===== config.mk =====
export PLATFORM = sky130hd
export DESIGN_NAME = serial_shift_unit_flat
export DESIGN_NICKNAME = d
export VERILOG_FILES = /design/src/rtl/serial_shift_unit_if.sv /design/src/rtl/serial_shift_unit.sv /design/src/flat_wrapper.sv
export SDC_FILE = /design/constraint.sdc
export NUM_CORES = 1
export LEC_CHECK = 0
export CORE_UTILIZATION = 47
export CTS_BUF_LIST = sky130_fd_sc_hd__clkbuf_16
export CTS_CLUSTER_SIZE = 20
export DETAILED_ROUTE_END_ITERATION = 10
export HOLD_SLACK_MARGIN = 0.15
export MAX_ROUTING_LAYER = met4
export PLACE_DENSITY = 0.89
export SLEW_MARGIN = 40
export SYNTH_ARGS = -nofsm -noshare
export SYNTH_HDL_FRONTEND = slang
export SYNTH_SLANG_ARGS = --single-unit

===== constraint.sdc =====
create_clock -name clk -period 2.1 [get_ports clk]
set_input_delay 0.21 -clock clk [delete_from_list [all_inputs] [get_ports clk]]
set_output_delay 0.21 -clock clk [all_outputs]
set_load 0.02 [all_outputs]

===== src/rtl/serial_shift_unit_if.sv =====
// Operand/result bundle between the execute-stage control and serial_shift_unit.
// The master drives the request; the slave (the shifter) returns the result and status.
interface serial_shift_unit_if #(
    parameter int size = 32
);
    logic            start;
    logic [size-1:0] A;
    logic [size-1:0] B;
    logic [1:0]      Sel;
    logic [size-1:0] S;
    logic            busy;
    logic            done;

    modport master (
        output start, A, B, Sel,
        input  S, busy, done
    );

    modport slave (
        input  start, A, B, Sel,
        output S, busy, done
    );
endinterface


===== src/rtl/serial_shift_unit.sv =====
// Multi-cycle SLL/SRL/SRA unit with a start/busy/done handshake.
// Define SHIFT_MULTI_STEP_EN to shift by 4 per cycle while at least 4 positions remain.
module serial_shift_unit #(
    parameter int size = 32
) (
    input logic               clk,
    input logic               reset,
    serial_shift_unit_if.slave bus
);
    localparam int CW = $clog2(size);

    typedef enum logic [1:0] {
        IDLE,
        SHIFT,
        DONE
    } state_t;

    state_t          state, state_next;
    logic [size-1:0] acc, acc_next;
    logic [size-1:0] s_reg;
    logic [CW-1:0]   cnt, cnt_next;
    logic [1:0]      op, op_next;
    logic [CW-1:0]   shamt;
    logic            step4;
    logic            unused_b;

    assign shamt    = bus.B[CW-1:0];
    assign unused_b = ^bus.B[size-1:CW];

`ifdef SHIFT_MULTI_STEP_EN
    // Extra top bit keeps the ">= 4" test meaningful even when CW is only 2.
    assign step4 = ({1'b0, cnt} >= (CW+1)'(4));
`else
    assign step4 = 1'b0;
`endif

    always_comb begin
        state_next = state;
        acc_next   = acc;
        cnt_next   = cnt;
        op_next    = op;
        case (state)
            IDLE, DONE: begin
                if (bus.start) begin
                    acc_next = (bus.Sel == 2'b11) ? '0 : bus.A;
                    cnt_next = shamt;
                    op_next  = bus.Sel;
                    state_next = (shamt != '0 && bus.Sel != 2'b11) ? SHIFT : DONE;
                end else begin
                    state_next = IDLE;
                end
            end
            SHIFT: begin
                case (op)
                    2'b00:   acc_next = step4 ? (acc << 4) : (acc << 1);
                    2'b01:   acc_next = step4 ? (acc >> 4) : (acc >> 1);
                    2'b10:   acc_next = step4 ? $unsigned($signed(acc) >>> 4)
                                              : $unsigned($signed(acc) >>> 1);
                    default: acc_next = '0;
                endcase
                cnt_next = step4 ? (cnt - CW'(4)) : (cnt - CW'(1));
                if (cnt_next == '0) begin
                    state_next = DONE;
                end
            end
            default: state_next = IDLE;
        endcase
    end

    // The result register only loads on the way into DONE, so S holds steady through IDLE and SHIFT.
    always_ff @(posedge clk) begin
        if (reset) begin
            state <= IDLE;
            acc   <= '0;
            cnt   <= '0;
            op    <= '0;
            s_reg <= '0;
        end else begin
            state <= state_next;
            acc   <= acc_next;
            cnt   <= cnt_next;
            op    <= op_next;
            if (state_next == DONE) begin
                s_reg <= acc_next;
            end
        end
    end

    assign bus.S    = s_reg;
    assign bus.busy = (state == SHIFT);
    assign bus.done = (state == DONE);
endmodule


===== src/flat_wrapper.sv =====
// flat-port wrapper written by rule: the top's interface ports become plain ports
module serial_shift_unit_flat 
#(
    parameter int size = 32
)
  (clk, reset, bus_start, bus_A, bus_B, bus_Sel, bus_S, bus_busy, bus_done);
  serial_shift_unit_if #(.size(size)) bus_i ();
  input logic clk;
  input logic reset;
  input wire logic [$bits(bus_i.start)-1:0] bus_start;
  input wire logic [$bits(bus_i.A)-1:0] bus_A;
  input wire logic [$bits(bus_i.B)-1:0] bus_B;
  input wire logic [$bits(bus_i.Sel)-1:0] bus_Sel;
  output wire logic [$bits(bus_i.S)-1:0] bus_S;
  output wire logic [$bits(bus_i.busy)-1:0] bus_busy;
  output wire logic [$bits(bus_i.done)-1:0] bus_done;
  assign bus_i.start = bus_start;
  assign bus_i.A = bus_A;
  assign bus_i.B = bus_B;
  assign bus_i.Sel = bus_Sel;
  assign bus_S = bus_i.S;
  assign bus_busy = bus_i.busy;
  assign bus_done = bus_i.done;
  serial_shift_unit #(.size(size)) u_core (.clk(clk), .reset(reset), .bus(bus_i));
endmodule

==> results.md, run 1 <==
* Worst Skew at 0.00554 ns
* CP max stage delay at 0.42 ns
* ANT cells at 0
* Slew Limit Headroom at 0.759
* Number of global-route vias before repair at 3081
* Register clock-pin slew on the reported worst setup and hold paths at 0.06 ns
* Starting Density at 0.492
* Number of flops mapped to enable cells by yosys at 0
* Synth Area in Simple Gates at 0.182
* Vias per cell at ~5.8
* M3 GR Usage at 0.0237
* MaxCap Viol Count at 0
* Core ar. at 7370 sq um
* Root buf cell: clkbuf_16
* Total clock buffers created by CTS at 9
* Layout area overhead at 31.8%
* Post-synth top flop: dfxtp_1
* Vias at 3191
* Postcts setup bufs at 0
* Crit path kind: flip-flop to flip-flop
* Pwr Density at 763 nW/um^2
* Leakage at 1.76 nW
* Fin crit share at 0.928
* Cell Rows at 31
* Met1 GRT Util at 0.274
* Worst hold-check path type: input pin to flip-flop
* DRC at 0
* Multi-input logic area at 1970 sq um
* Fmax at 513 MHz
* Hold buffer count at cts at 0
* Final worst slack at 0.151 ns
* Crit-path slowest cell: dfxtp_1
* Mux share of post-synthesis cell area at 0.182
* Cts repair resizes at 0
* Synth Instances at 378
* Area fraction in compound gates after synthesis at 0.161
* RSZ-0062 raised after global routing: false
* Fin crit period at 1.95 ns
* Met2 usage at 0.355
* Final Hold Vio Count at 0
* Largest family of logic cells by synthesized area: simple AND/OR/NAND/NOR gates
* Number of I/O pins at 103
* Pre-CTS setup slack at 0.00127 ns
* Hold path startpoint: reset
* Syn Area/Cell at around 9.6 sq um
* Startpoint types: flip-flop
* Avg WL per Cell at 15.5 um
* Drt pass-1 iters at 6
* Synthesis-stage register bit count at 73
* CP bufs+invs at 2
* WL final at 8500 um
* Final GP Congestion at 0.860
* Crit-path cells: inv_1, ha_1, xnor2_1, nand4b_1, a2bb2oi_4, buf_4, mux2_2
* DR iter-0 viols at 237
* CTS tree: yes
* Design area at roughly 4800 sq um
* Launching point of the worst reg2reg path: u_core.cnt[0]
* Arr. time, crit path at roughly 2.2 ns
* Filler cells at 603
* Post-DP HPWL at 5640 um
* Post-DP Area at approximately 4500 sq um
* IO buf count at 75
* # nets final at 516
* Clock latency on the worst-skew pair at 0.33 ns
* Setup Viol. Count Final at 0
* Synth Area in XOR/XNOR at 0.00725
* Sequential-to-total area share from yosys stat at 0.403
* Syn_nets at between 400 and 500
* # H-tree levels at 3
* Clk sink count at 73
* Max clock buf depth at 2
* FF+latch area at 1460 sq um
* Top Usage Layer GRT: met2
* Crit path max-delay family: flip-flops
* Worst Setup SP: u_core.cnt[0]
* Fin. max-slew vios at 0
* Async SR Flop Fraction at 0
* Yosys warnings at 0
* Mapped Area at 3620 sq um
* Antenna violations before repair at 0
* Die ar. at 8070 sq um
* Chip Height at 89.8 um
* Post-Synth Adder-Cell Area at 0.00690
* Routed Antenna Nets at 0
* Crit-path max FO at 12
* Final setup TNS at 0 ns
* Status: finished, final reports clean
* Share of cells above drive strength 1 at 0.156
* Peak supply drop at 0.000450 V
* CP Capture Type: flip-flop
* Die W at roughly 90 um
* Gr usage total at 0.221
* Largest net degree at the start of global routing at 74
* Measured slew at the worst slew-check pin at between 0.3 and 0.4 ns
* Worst endpoint required time at 2.31 ns
* First-pass GRT wire length at between 10000 and 15000 um
* Grt ovf at 0
* Unique masters post-synth at 30
==> cell families (layout without fill, tap and decap cells) <==
family	after synthesis	in the layout
xor+xnor	3	3
compound gates	80	80
flops	73	73
buf+inv	39	111
simple gates	119	119
fa+ha+maj	2	2
mux	62	62
==> stage by stage <==
| step | power, mW | util | hold slack, ns | cells |
|---|---|---|---|---|
| floorplan | 1.96 | - | 0.357 | 378 |
| global placement | 2.17 | 0.609 | 0.465 | 533 |
| detailed placement | 2.20 | 0.609 | 0.470 | 533 |
| CTS | 3.67 | 0.648 | 0.371 | 549 |
| global route | 3.79 | 0.648 | 0.404 | 549 |
| finish | 3.65 | 0.648 | 0.387 | 549 |
==> metal layers <==
layer | vias to the layer above | wire [um]
met2 | 146 | 4100
li1 | 1521 | -
met5 | - | 0
met3 | 25 | 471
met1 | 1499 | 3670
met4 | 0 | 248
==> placed cells by master, fill, tap and decap left out, drive strengths merged, types with 4 or more instances in the layout <==
master / count
a21oi: 8
a222oi: 27
a22oi: 8
buf: 18
clkbuf: 9
clkdlybuf4s50: 73
clkinv: 5
dfxtp: 73
mux2: 32
mux2i: 30
nand2: 6
nand3b: 27
nor2: 43
nor2b: 34
nor3: 4
o21ai: 30
==> worst paths after layout <==
kind | endpoint | slack (ns) | cells after the start
max | u_core.bus.S[12] | 0.15 | 7
max reg2reg | u_core.bus.S[12] | 0.15 | 7
min reg2reg | u_core.state[1] | 0.49 | 1
min | u_core.acc[16] | 0.39 | 3
==> power breakdown <==
part           switching (mW)  internal (mW)
combinational           0.323          0.325
sequential             0.0708           1.46
clock                   0.559          0.905
==> registers in the layout, summed over array words and instances (netlist names) <==
| signal | count |
|---|---|
| u_core.acc | 32 |
| u_core.bus.S | 32 |
| u_core.cnt | 5 |
| u_core.op | 2 |
| u_core.state | 2 |
==> cell type report <==
type	instances	area share
Inverter	3	0.00236
Multi-Input combinational cell	266	0.412
Clock inverter	7	0.0128
Clock buffer	9	0.0471
Tap cell	99	0.0259
Sequential cell	73	0.306
Timing Repair Buffer	92	0.194
==> Yosys cell counts (all sizes together) (2+ instances only) <==
cell	instances	area share
dfxtp	73	0.40
nor2	43	0.045
nor2b	34	0.059
mux2	32	0.099
mux2i	30	0.083
o21ai	30	0.041
a222oi	27	0.075
nand3b	27	0.056
buf	20	0.038
clkbuf	16	0.017
a21oi	8	0.011
a22oi	8	0.017
nand2	6	0.0062
nor3	4	0.0069
a221oi	3	0.0073
inv	3	0.0031
xnor2	3	0.0073
a211oi	2	0.0041
ha	2	0.0069
nand2b	2	0.0035
==> tightest hold or removal path, cell delays in order <==
cell	delay (ns)
buf_2	0.11
buf_12	0.20
nor2_1	0.14
Power figures use the tool's default switching activity.
==> run 2, diff against run 1 <==
--- a/config.mk
+++ b/config.mk
@@ -5,13 +5,14 @@
 export SDC_FILE = /design/constraint.sdc
 export NUM_CORES = 1
 export LEC_CHECK = 0
-export CORE_UTILIZATION = 47
+export CORE_MARGIN = 1
+export CORE_UTILIZATION = 48
 export CTS_BUF_LIST = sky130_fd_sc_hd__clkbuf_16
 export CTS_CLUSTER_SIZE = 20
 export DETAILED_ROUTE_END_ITERATION = 10
 export HOLD_SLACK_MARGIN = 0.15
 export MAX_ROUTING_LAYER = met4
-export PLACE_DENSITY = 0.89
+export PLACE_DENSITY = 0.9
 export SLEW_MARGIN = 40
 export SYNTH_ARGS = -nofsm -noshare
 export SYNTH_HDL_FRONTEND = slang
==> run 2 against run 1 <==
Against the previous run:
- register-to-register slack got worse by 0.03 ns
- first-iteration DRC count is 14% higher
- cell count decreased by 0.55%
- utilization grew 0.59 points
- setup slack lost 0.027 ns
- count of clock-buffer cells in the layout is the same
- clock skew shrank 0.0014 ns
- critical path depth did not move
- non-clock buffer count fell by 3
- largest power group unchanged
==> results.md, run 2 (synthesized netlist as in run 1, its figures left out) <==
* Leakage at 1.76 nW (about the same)
* DR iter-0 viols at 271 (was 237)
* Filler cells at 585 (was 603)
* R2R cell count at 7 (unchanged)
* Worst Skew at 0.00411 ns (was 0.00554 ns)
* Final worst slack at 0.125 ns (was 0.151 ns)
* Crit-path slowest cell: dfxtp_1 (unchanged)
* Worst reg2reg path endpoint: u_core.bus.S[19] (was u_core.bus.S[12])
* Crit path top cell by count: buf_4
* Final Hold Vio Count at 0 (unchanged)
* Pwr Density at 756 nW/um^2 (was 763 nW/um^2)
* Register clock-pin slew on the reported worst setup and hold paths at 0.06 ns (about the same)
* Total clock buffers created by CTS at 9 (unchanged)
* Pre-CTS setup slack at -0.0825 ns (was 0.00127 ns)
* Crit-path cells: nor2b_1, buf_4, and2_1, buf_4, a222oi_1, nor2_1, mux2_2 (was inv_1, ha_1, xnor2_1, nand4b_1, a2bb2oi_4, buf_4, mux2_2)
* Arr. time, crit path at 2.19 ns (was 2.16 ns)
* Fin. max-slew vios at 0 (unchanged)
* Commonest non-fill, non-tap cell in the layout: clkdlybuf4s50_1 (unchanged)
* ANT cells at 0 (unchanged)
* DRC at 0 (unchanged)
* RSZ-0062 raised after global routing: false (unchanged)
* Launching point of the worst reg2reg path: u_core.state[0] (was u_core.cnt[0])
* CP Capture Type: flip-flop (unchanged)
* Chip Height at 88.9 um (was 89.8 um)
* Worst hold slack at 0.387 ns (about the same)
* Crit-path max FO at 16 (was 12)
* Vias at 3157 (was 3191)
* Worst Hold End: u_core.op[0] (was u_core.acc[16])
* Total Power at 3.61 mW (was 3.65 mW)
* Worst hold-check path type: input pin to flip-flop (unchanged)
* Setup Viol. Count Final at 0 (unchanged)
* First-pass GRT wire length at 13700 um (was 14300 um)
* Antenna violations before repair at 0 (unchanged)
* Reg2Reg Setup Slack at 0.12 ns (was 0.15 ns)
* Number of I/O pins at 103 (unchanged)
* Crit path kind: flip-flop to flip-flop (unchanged)
* Layout area overhead at 31.6% (was 31.8%)
* CP max stage delay at 0.41 ns (was 0.42 ns)
* Die ar. at 7900 sq um (was 8070 sq um)
* Measured slew at the worst slew-check pin at 0.790 ns (was 0.358 ns)
* CTS tree: yes (unchanged)
* Fmax at 506 MHz (was 513 MHz)
* Slew Limit Headroom at 0.472 (was 0.759)
* Postcts setup bufs at 0 (unchanged)
* Final GP Congestion at 0.815 (was 0.860)
* Post-DP HPWL at 5570 um (was 5640 um)
* Number of global-route vias before repair at 2906 (was 3081)
* Hold path startpoint: reset (unchanged)
* Inst Count DP at 530 (was 533)
* Root buf cell: clkbuf_16 (unchanged)
* Vias per cell at 5.78 (was 5.81)
* Drt pass-1 iters at 8 (was 6)
* MaxCap Viol Count at 0 (unchanged)
* Worst endpoint required time at 2.31 ns (about the same)
* Grt ovf at 0 (unchanged)
* Post-DP Area at 4480 sq um (was 4490 sq um)
* Most frequent cells in the layout: clkdlybuf4s50_1 (73), dfxtp_1 (71), nor2_1 (42), nor2b_1 (34), mux2_2 (32) (unchanged)
* IO buf count at 75 (unchanged)
* Final cell count without fillers at 546 (was 549)
* Clk sink count at 73 (unchanged)
* Routed Antenna Nets at 0 (unchanged)
* # H-tree levels at 3 (unchanged)
* Peak supply drop at 0.000489 V (was 0.000450 V)
* Die W at 88.9 um (was 89.8 um)
* Fin crit period at 1.98 ns (was 1.95 ns)
* WL final at 8580 um (was 8500 um)
* Largest net degree at the start of global routing at 74 (unchanged)
* Avg WL per Cell at 15.7 um (was 15.5 um)
* Share of cells above drive strength 1 at 0.143 (was 0.156)
* # nets final at 513 (was 516)
* Clock latency on the worst-skew pair at 0.32 ns (was 0.33 ns)
* Cts repair resizes at 1 (was 0)
* Gr usage total at 0.232 (was 0.221)
* Cell Rows at 31 (unchanged)
* Fin crit share at 0.941 (was 0.928)
* Core ar. at 7290 sq um (was 7370 sq um)
* Startpoint types: flip-flop (unchanged)
* Max clock buf depth at 2 (unchanged)
* Design area at 4770 sq um (was 4780 sq um)
* Hold buffer count at cts at 0 (unchanged)
* Status: finished, final reports clean (unchanged)
* Hold path depth at 3 (unchanged)
* Starting Density at 0.497 (was 0.492)
## run 2: how the worst max path moves through the flow
stage / from / endpoint / cells past startpoint
2_1_floorplan: u_core.cnt[0] / u_core.bus.S[10] / 7
3_3_place_gp: bus_start / u_core.bus.S[10] / 6
3_5_place_dp: bus_start / u_core.bus.S[28] / 8
4_1_cts: u_core.state[0] / bus_busy / 4
5_1_grt: u_core.state[0] / u_core.bus.S[11] / 7
6_report: u_core.state[0] / u_core.bus.S[19] / 7
## run 2: stage by stage
| stage | utilization | TNS [ns] |
|---|---|---|
| floorplan | - | 0 |
| global placement | 0.614 | -5.62 |
| detailed placement | 0.615 | -1.10 |
| CTS | 0.654 | 0 |
| global route | 0.654 | 0 |
| finish | 0.654 | 0 |
## run 2: power breakdown
group	internal (mW)	switching [mW]	total, mW
clock network	0.897	0.535	1.43
logic	0.318	0.316	0.633
registers	1.46	0.0782	1.54
total	2.68	0.928	3.61
## run 2: area by class of cell
| cell class | instances | area [sq um] | area share |
|---|---|---|---|
| Clock inverter | 7 | 55.1 | 0.0115 |
| Timing Repair Buffer | 89 | 920 | 0.193 |
| Multi-Input combinational cell | 266 | 1970 | 0.413 |
| Tap cell | 99 | 124 | 0.0260 |
| Sequential cell | 73 | 1460 | 0.307 |
| Inverter | 3 | 11.3 | 0.00236 |
| Clock buffer | 9 | 225 | 0.0472 |
## run 2: worst max-delay path, delay by kind of cell, from the launching register on
kind            cells  cell delay (ns)
compound gates      1             0.39
buf+inv             2             0.39
flops               1             0.41
mux                 1             0.27
simple gates        3             0.39
## run 2: per-layer routing
layer | track usage | vias to the layer above | part of all wire
met2 | 0.386 | 117 | 0.49
met3 | 0.0416 | 10 | 0.057
met1 | 0.281 | 1506 | 0.45
met5 | - | - | 0
met4 | 0.0909 | 0 | 0.011
li1 | - | 1524 | -
